===== config.mk =====
export PLATFORM = sky130hd
export DESIGN_NAME = hazard_ctrl
export DESIGN_NICKNAME = d
export VERILOG_FILES = /design/src/rtl/hazard_ctrl.sv
export SDC_FILE = /design/constraint.sdc
export NUM_CORES = 1
export LEC_CHECK = 0
export BUFFER_PORTS_ARGS = -buffer_cell sky130_fd_sc_hd__buf_4
export CORE_MARGIN = 1
export CORE_UTILIZATION = 31
export CTS_CLUSTER_SIZE = 12
export DETAILED_ROUTE_END_ITERATION = 7
export GPL_TIMING_DRIVEN = 0
export SYNTH_ARGS = -nofsm -noshare
export SYNTH_HDL_FRONTEND = slang
export SYNTH_SLANG_ARGS = --single-unit

===== constraint.sdc =====
create_clock -name clk -period 21.7 [get_ports clk]
set_clock_uncertainty 0.15 [all_clocks]
set_input_delay 4.34 -clock clk [delete_from_list [all_inputs] [get_ports clk]]
set_output_delay 4.34 -clock clk [all_outputs]
set_load 0.02 [all_outputs]

===== src/rtl/hazard_ctrl.sv =====
// hazard_ctrl: load-use / branch-operand interlock and taken-branch flush sequencer
// for the dual-slot VLIW front end, with a saturating bubble-cycle counter.
module hazard_ctrl #(
    parameter int CNT_W = 16
) (
    input  logic             clk,
    input  logic             rst_n,
    input  logic             id_valid,
    input  logic [4:0]       id_rs1,
    input  logic [4:0]       id_rs2,
    input  logic [4:0]       id_rsc,
    input  logic             id_use_rs2,
    input  logic             id_use_rsc,
    input  logic             id_is_br,
    input  logic             id_is_cbr,
    input  logic             id_br_taken,
    input  logic             ex_regwr,
    input  logic             ex_memrd,
    input  logic [4:0]       ex_regdest,
    input  logic             ex_regwrc,
    input  logic [4:0]       ex_regdestc,
    input  logic             mem_memrd,
    input  logic [4:0]       mem_regdest,
    input  logic             ext_stall,
    input  logic             perf_clr,
    output logic             pc_en,
    output logic             pc_sel_br,
    output logic             ifid_en,
    output logic             ifid_flush,
    output logic             idex_en,
    output logic             idex_bubble,
    output logic             busy,
    output logic [CNT_W-1:0] stall_cycles
);
    typedef enum logic [1:0] {RUN, STALL, HOLD} state_t;
    typedef enum logic [1:0] {M_ADV, M_BUB, M_FLUSH, M_FRZ} mode_t;

    state_t     state, state_nx;
    mode_t      mode;
    logic [1:0] cnt, cnt_nx;
    logic [1:0] len, len_br, len_cbr;
    logic       load_use, ex_alu, taken;

    function automatic logic hit(input logic [4:0] s, input logic [4:0] d, input logic f);
        return f && (s != 5'd0) && (s == d);
    endfunction

    // An ID-resolved branch needs its operand from the register file or forwarding
    // out of EX/MEM; a load still in EX is two cycles away from being usable.
    function automatic logic [1:0] br_len(
        input logic [4:0] r, input logic [4:0] exd, input logic exld, input logic exalu,
        input logic [4:0] exdc, input logic exwc, input logic [4:0] memd, input logic memld
    );
        return hit(r, exd, exld) ? 2'd2 :
               (hit(r, exd, exalu) || hit(r, exdc, exwc) || hit(r, memd, memld)) ? 2'd1 : 2'd0;
    endfunction

    always_comb begin
        ex_alu   = ex_regwr && !ex_memrd;
        load_use = ex_memrd && (hit(id_rs1, ex_regdest, 1'b1) ||
                   (id_use_rs2 && hit(id_rs2, ex_regdest, 1'b1)) ||
                   (id_use_rsc && hit(id_rsc, ex_regdest, 1'b1)));
        len_br   = 2'd0;
        len_cbr  = 2'd0;
        if (id_is_br) begin
            len_br = br_len(id_rs1, ex_regdest, ex_memrd, ex_alu, ex_regdestc, ex_regwrc,
                            mem_regdest, mem_memrd);
            if (id_use_rs2 && br_len(id_rs2, ex_regdest, ex_memrd, ex_alu, ex_regdestc,
                                     ex_regwrc, mem_regdest, mem_memrd) > len_br)
                len_br = br_len(id_rs2, ex_regdest, ex_memrd, ex_alu, ex_regdestc, ex_regwrc,
                                mem_regdest, mem_memrd);
        end
        if (id_is_cbr)
            len_cbr = br_len(id_rsc, ex_regdest, ex_memrd, ex_alu, ex_regdestc, ex_regwrc,
                             mem_regdest, mem_memrd);
        len = {1'b0, load_use};
        if (len_br > len)
            len = len_br;
        if (len_cbr > len)
            len = len_cbr;
        if (!id_valid)
            len = 2'd0;
        taken = id_valid && (id_is_br || id_is_cbr) && id_br_taken;
    end

    // HOLD with ext_stall low behaves exactly like RUN, so hazards are re-evaluated
    // in the first cycle after the freeze.
    always_comb begin
        state_nx = state;
        cnt_nx   = cnt;
        mode     = M_ADV;
        if (state == STALL) begin
            if (ext_stall) begin
                mode = M_FRZ;
            end else begin
                mode     = M_BUB;
                cnt_nx   = (cnt == 2'd0) ? 2'd0 : cnt - 2'd1;
                state_nx = (cnt <= 2'd1) ? RUN : STALL;
            end
        end else if (ext_stall) begin
            mode     = M_FRZ;
            state_nx = HOLD;
        end else if (len != 2'd0) begin
            mode     = M_BUB;
            cnt_nx   = len - 2'd1;
            state_nx = (len > 2'd1) ? STALL : RUN;
        end else begin
            state_nx = RUN;
            mode     = taken ? M_FLUSH : M_ADV;
        end
    end

    always_comb begin
        pc_en       = rst_n && (mode == M_ADV || mode == M_FLUSH);
        ifid_en     = rst_n && (mode == M_ADV || mode == M_FLUSH);
        pc_sel_br   = rst_n && (mode == M_FLUSH);
        ifid_flush  = !rst_n || (mode == M_FLUSH);
        idex_en     = rst_n && (mode != M_FRZ);
        idex_bubble = !rst_n || (mode == M_BUB);
        busy        = rst_n && (state != RUN);
    end

    always_ff @(posedge clk or negedge rst_n) begin
        if (!rst_n) begin
            state <= RUN;
            cnt   <= 2'd0;
        end else begin
            state <= state_nx;
            cnt   <= cnt_nx;
        end
    end

    always_ff @(posedge clk or negedge rst_n) begin
        if (!rst_n)
            stall_cycles <= '0;
        else if (perf_clr)
            stall_cycles <= '0;
        else if (idex_bubble && !(&stall_cycles))
            stall_cycles <= stall_cycles + 1'b1;
    end
endmodule


* Word-level counts from Yosys, hierarchy flattened
Index checks and enable logic that the tools add are counted.
W data, S select, Z words.
** Cells by class
- Add/sub/neg operators :: 3
- $mul :: 0
- Divide/modulo/power cells :: 0
- Order comparisons :: 5
- Equality and inequality tests :: 14
- Shifts and indexed selects :: 0
- Multiplexer cells :: 30
- Bitwise operators :: 1
- Reductions and logical operators :: 65
** Operator list (count)
- $eq A5 B5 Y1 :: 9
- $mux W2 :: 22
- $logic_and A1 B1 Y1 :: 39
- $mux W16 :: 2
- $add A16 B1 Y16 const B :: 1
- $reduce_and A16 Y1 :: 1
- $reduce_bool A5 Y1 :: 3
- $logic_or A1 B1 Y1 :: 12
- $reduce_bool A2 Y1 :: 4
- $mux W1 :: 6
- $eq A2 B1 Y1 const B :: 2
- $gt A2 B2 Y1 :: 2
- $logic_not A2 Y1 :: 2
- $ne A2 B2 Y1 const B :: 2
- $sub A2 B1 Y2 const B :: 2
- $logic_not A1 Y1 :: 3
- $eq A2 B2 Y1 const B :: 1
- $gt A2 B1 Y1 :: 1
- $gt A2 B1 Y1 const B :: 1
- $le A2 B1 Y1 const B :: 1
- $reduce_and A2 Y1 :: 1
- $not A1 Y1 :: 1
** Storage, ports and cells
- Flip-flop bits (word level) :: 20
- Latch bits :: 0
- Bits in writable memories :: 0
- Bits in read-only memories :: 0
- Output and inout port bits :: 23
- Logic and storage cells :: 121
- Memories :: 0

* Depth between registers and ports, before layout
- Word-level depth :: 26
- Mapped depth :: 33

* Least setup slack after synthesis
Ideal clock, no wire load.
- Kind :: input-to-output
- From :: input ex_regdest[4]
- To :: output pc_en
- Data arrival time :: 9.095 ns
- Required time :: 17.210 ns
- Slack :: 8.115 ns
- Cell stages on the path :: 27
- Cell sequence :: xor2_1 -> or3_1 -> or3_1 -> buf_6 -> ha_1 -> nor2b_1 -> o211a_1 -> a31oi_1 -> o211ai_1 -> a21oi_1 -> inv_1 -> ha_1 -> nor2_1 -> inv_1 -> o221a_4 -> o22a_1 -> ha_1 -> nand2_1 -> o21a_1 -> a31oi_1 -> a2bb2oi_4 -> a21boi_4 -> inv_1 -> ha_1 -> nand2_1 -> nor3_1 -> buf_4
** Between the ends
- Longest elaborated chain between the ends :: 22
** RTL lines
- start: declaration :: line 19 : input logic [4:0] ex_regdest,
- $eq A5 B5 Y1 :: line 45 : return f && (s != 5'd0) && (s == d);
- $logic_and A1 B1 Y1 :: line 45
- $logic_or A1 B1 Y1 (2 in series) :: line 55 : (hit(r, exd, exalu) || hit(r, exdc, exwc) || hit(r, memd, memld)) ? 2'd1 : 2'd0;
- $mux W1 :: line 55
- $mux W2 :: line 54 : return hit(r, exd, exld) ? 2'd2 :
- $gt A2 B2 Y1 :: line 69 : ex_regwrc, mem_regdest, mem_memrd) > len_br)
- $logic_and A1 B1 Y1 :: line 68 : if (id_use_rs2 && br_len(id_rs2, ex_regdest, ex_memrd, ex_alu, ex_regdestc,
- $mux W2 :: line 68
- [... 5 more ...]
- $mux W2 (*) :: line 81 : if (!id_valid)
- $reduce_bool A2 Y1 (*) :: line 103 : end else if (len != 2'd0) begin
- $mux W2 (*) :: line 103
- $mux W2 (*) :: line 100 : end else if (ext_stall) begin
- $mux W2 (*) :: line 92 : if (state == STALL) begin
- $eq A2 B2 Y1 / $logic_not A2 Y1 (equally long branches)
- $logic_or A1 B1 Y1 (*)
- $logic_and A1 B1 Y1 (*)
- end: declaration :: line 26 : output logic pc_en,
Every way passes the cells marked *; elsewhere a longest branch is shown, timed or not.

* Worst setup path after layout
- From :: input ex_regdest[4]
- To :: output idex_bubble
** Between the ends
- Longest elaborated chain between the ends :: 21
** RTL lines
- $eq A5 B5 Y1 :: line 45
- $logic_and A1 B1 Y1 :: line 45
- $logic_or A1 B1 Y1 (2 in series) :: line 55
- $mux W1 :: line 55
- $mux W2 :: line 54
- $gt A2 B2 Y1 :: line 69
- $logic_and A1 B1 Y1 :: line 68
- $mux W2 :: line 68
- [... 4 more ...]
- $mux W2 (*) :: line 79 : if (len_cbr > len)
- $mux W2 (*) :: line 81
- $reduce_bool A2 Y1 (*) :: line 103
- $mux W2 (*) :: line 103
- $mux W2 (*) :: line 100
- $mux W2 (*) :: line 92
- $eq A2 B1 Y1 (*) :: line 119 : idex_bubble = !rst_n || (mode == M_BUB);
- $logic_or A1 B1 Y1 (*) :: line 119
- end: declaration :: line 31 : output logic idex_bubble,
Marked as above.

==> reports/results.ini <==
[outcome]
status = completed

[placement]
dpl.cell_count = 392
port_buffers = 65
globalplace.congestion = 0.820
hpwl_um = 4510

[critical_path]
cp-start-kind = input port
arrival_ns = 9.58
cpPeakStageDelay_ns = 0.37
end_kind = output pin
cp_data_required_time_ns = 17.21
cp_max_fo = 6
crit_type = input port to output pin
cp_slowest_cell = or3_1

[layout]
fin_util_pct = 42.4
synthToLayoutAreaGrowth_pct = 30.9
multi_input_area_um2 = 1480
drive_above_1_share_pct = 25.4
stdcell_count = 396
fillers = 664
final_nets = 373
layout_commonest_cell = buf_4
final-seq-area_um2 = 500
n_antenna_cell = 0
final_cell_mix = 66 x buf_4, 31 x xnor2_1, 24 x xor2_1

[die]
rows = 29
die_w_um = 83.7
io_pins = 67
start_util_pct = 32.4
die_h_um = 83.7
dieArea_um2 = 7000
coreArea_um2 = 6390

[sta]
rsz0062_at_grt = no
holdWs_ns = 0.385
setup_viol = 0
fmax_ghz = 0.0711
finalSetupTns_ns = 0
hold_violations = 0
relSlewSlack_pct = 68.3
period_minus_slack_ns = 14.07
finalCritPeriodShare_pct = 64.8
maxSlewViolCount = 0
worst_pin_slew_ns = 0.471

[clock_tree]
root_buffer = clkbuf_8
cts_inserted_buffers = 3
post-cts-setup-buffers = 0
cts_hold_buffers = 0
clock_latency_ns = 0.25
cts_resized = 0
cts_sinks = 20
tritoncts = built
htreeDepth = 1
clk_path_buf_depth = 2
path_clk_slew_ns = 0.07

[route]
drtAntennaViolNets = 0
drt-wirelength-per-cell_um = 13.5
drtIter0Drc = 62
vias_per_cell = 5.04
wl_um = 5340
drc = 0
detail_route.first_pass.iterations = 4
vias = 1994

[power_and_ir_drop]
p_sw_share_pct = 30.8
p_clk_share_pct = 26.9
p_seq_share_pct = 38.2
p_int_mw = 0.0730
p_per_area_nw_per_um2 = 39.0
finalPower_mw = 0.105
p_switching_mw = 0.0325
power.leakage_nw = 1.16
combPwrFrac_pct = 34.8
ir_drop_uv = 25.1

[synth]
synthFlopType = dfrtp_1
synth-edff-count = 0
synth_area_per_cell_um2 = 8.27
async_flop_share_pct = 100
synth_fp_nets = 303
ys_ff_latch = 20
netlist_area_um2 = 2070
postSynthCellCount = 250
yosysWarnings = 0
ys_types = 49
ys_seq_area_share_pct = 24.2

[hold_path]
hp-class = register to register

[grt]
track_usage_pct = 15.9
grt_first_pass_wirelength_um = 9320
grt_pass1_vias = 2039
grt_max_degree = 24
antenna_found_initial = 0
grt_overflow = 0

[run]
cap_violations = 0

==> cell families (layout without fill, tap and decap cells) <==
logic type      count (synthesis)  after routing  synth area share (%)
simple gates                  102            102                  25.5
xor+xnor                       55             55                  23.3
compound gates                 43             43                  16.8
flops                          20             20                  24.2
buf+inv                        20             89                  4.23
fa+ha+maj                       9              9                  5.44
mux                             1              1                 0.484
==> critical path: cells and delay by family <==
kind / cells / cell delay, ns
adder cells (fa/ha/maj): 4 / 1.09
XOR/XNOR: 1 / 0.16
buffers and inverters: 7 / 0.72
AND/OR/NAND/NOR: 6 / 1.17
AO/OA/AOI/OAI: 11 / 2.10
==> final cells by class <==
type                       instances  share of cell area, %
tap                               77                   3.56
clock buffer                       4                   2.03
buffer                             6                   1.29
multi-input combinational        210                   54.7
timing repair buffer              65                   18.0
inverter                          14                   1.94
sequential                        20                   18.5
==> worst paths after layout <==
check                           slack, ns                      endpoint  cells after the start                   startpoint
worst max register to register      19.26  stall_cycles[15]$_DFFE_PN0P_                      8  stall_cycles[3]$_DFFE_PN0P_
worst min register to register       0.38            cnt[0]$_DFFE_PN0P_                      2           cnt[0]$_DFFE_PN0P_
worst min-delay path                 0.38            cnt[0]$_DFFE_PN0P_                      2           cnt[0]$_DFFE_PN0P_
worst max-delay path                 7.63                   idex_bubble                     29                ex_regdest[4]
min in group asynchronous            3.82            cnt[1]$_DFFE_PN0P_                      1                        rst_n
max in group asynchronous           17.36   stall_cycles[1]$_DFFE_PN0P_                      1                        rst_n
==> metal layers <==
| layer | track usage [%] | routed length (um) | up-vias |
|---|---|---|---|
| met5 | 0 | 0 | - |
| met2 | 28.2 | 2600 | 28 |
| met3 | 2.97 | 162 | 2 |
| li1 | - | - | 1017 |
| met4 | 0.924 | 14 | 0 |
| met1 | 21.0 | 2560 | 947 |
==> power by group through the flow <==
stage | combinational (mW) | sequential (mW) | clock [mW]
6_report | 0.0367 | 0.0403 | 0.0284
5_1_grt | 0.0405 | 0.0407 | 0.0312
4_1_cts | 0.0371 | 0.0403 | 0.0294
3_5_place_dp | 0.0370 | 0.0411 | 0
3_3_place_gp | 0.0361 | 0.0411 | 0
2_1_floorplan | 0.0203 | 0.0414 | 0
==> stage by stage <==
| stage | area, um2 | setup slack (ns) |
|---|---|---|
| final | 2710 | 7.63 |
| after global routing | 2710 | 7.24 |
| after CTS | 2710 | 7.61 |
| after detailed placement | 2650 | 7.61 |
| after global placement | 2650 | 7.69 |
| after floorplan | 2070 | 8.12 |
==> synth_stat cells, types with 3 or more instances <==
library cell | number | area [um2]
a31oi_1 | 3 | 18.8
xnor2_1 | 31 | 272
ha_1 | 9 | 113
a21oi_1 | 10 | 50.1
o211ai_1 | 3 | 22.5
inv_1 | 14 | 52.6
or3_1 | 7 | 43.8
nand3_1 | 9 | 45.0
nor4_1 | 6 | 37.5
nor2_1 | 23 | 86.3
o22ai_1 | 3 | 18.8
dfrtp_1 | 20 | 500
nor2b_1 | 4 | 25.0
xor2_1 | 24 | 210
o21ai_1 | 4 | 20.0
and3_1 | 3 | 18.8
nand2b_1 | 5 | 31.3
nand4_1 | 8 | 50.1
o21ai_0 | 4 | 20.0
nand2_1 | 19 | 71.3
nor3_1 | 9 | 45.0
==> state kept, by name, summed over array words and instances (netlist names) <==
| name | count |
|---|---|
| stall_cycles | 16 |
| cnt | 2 |
| state | 2 |
No activity file was read; power rests on OpenSTA's default activity.
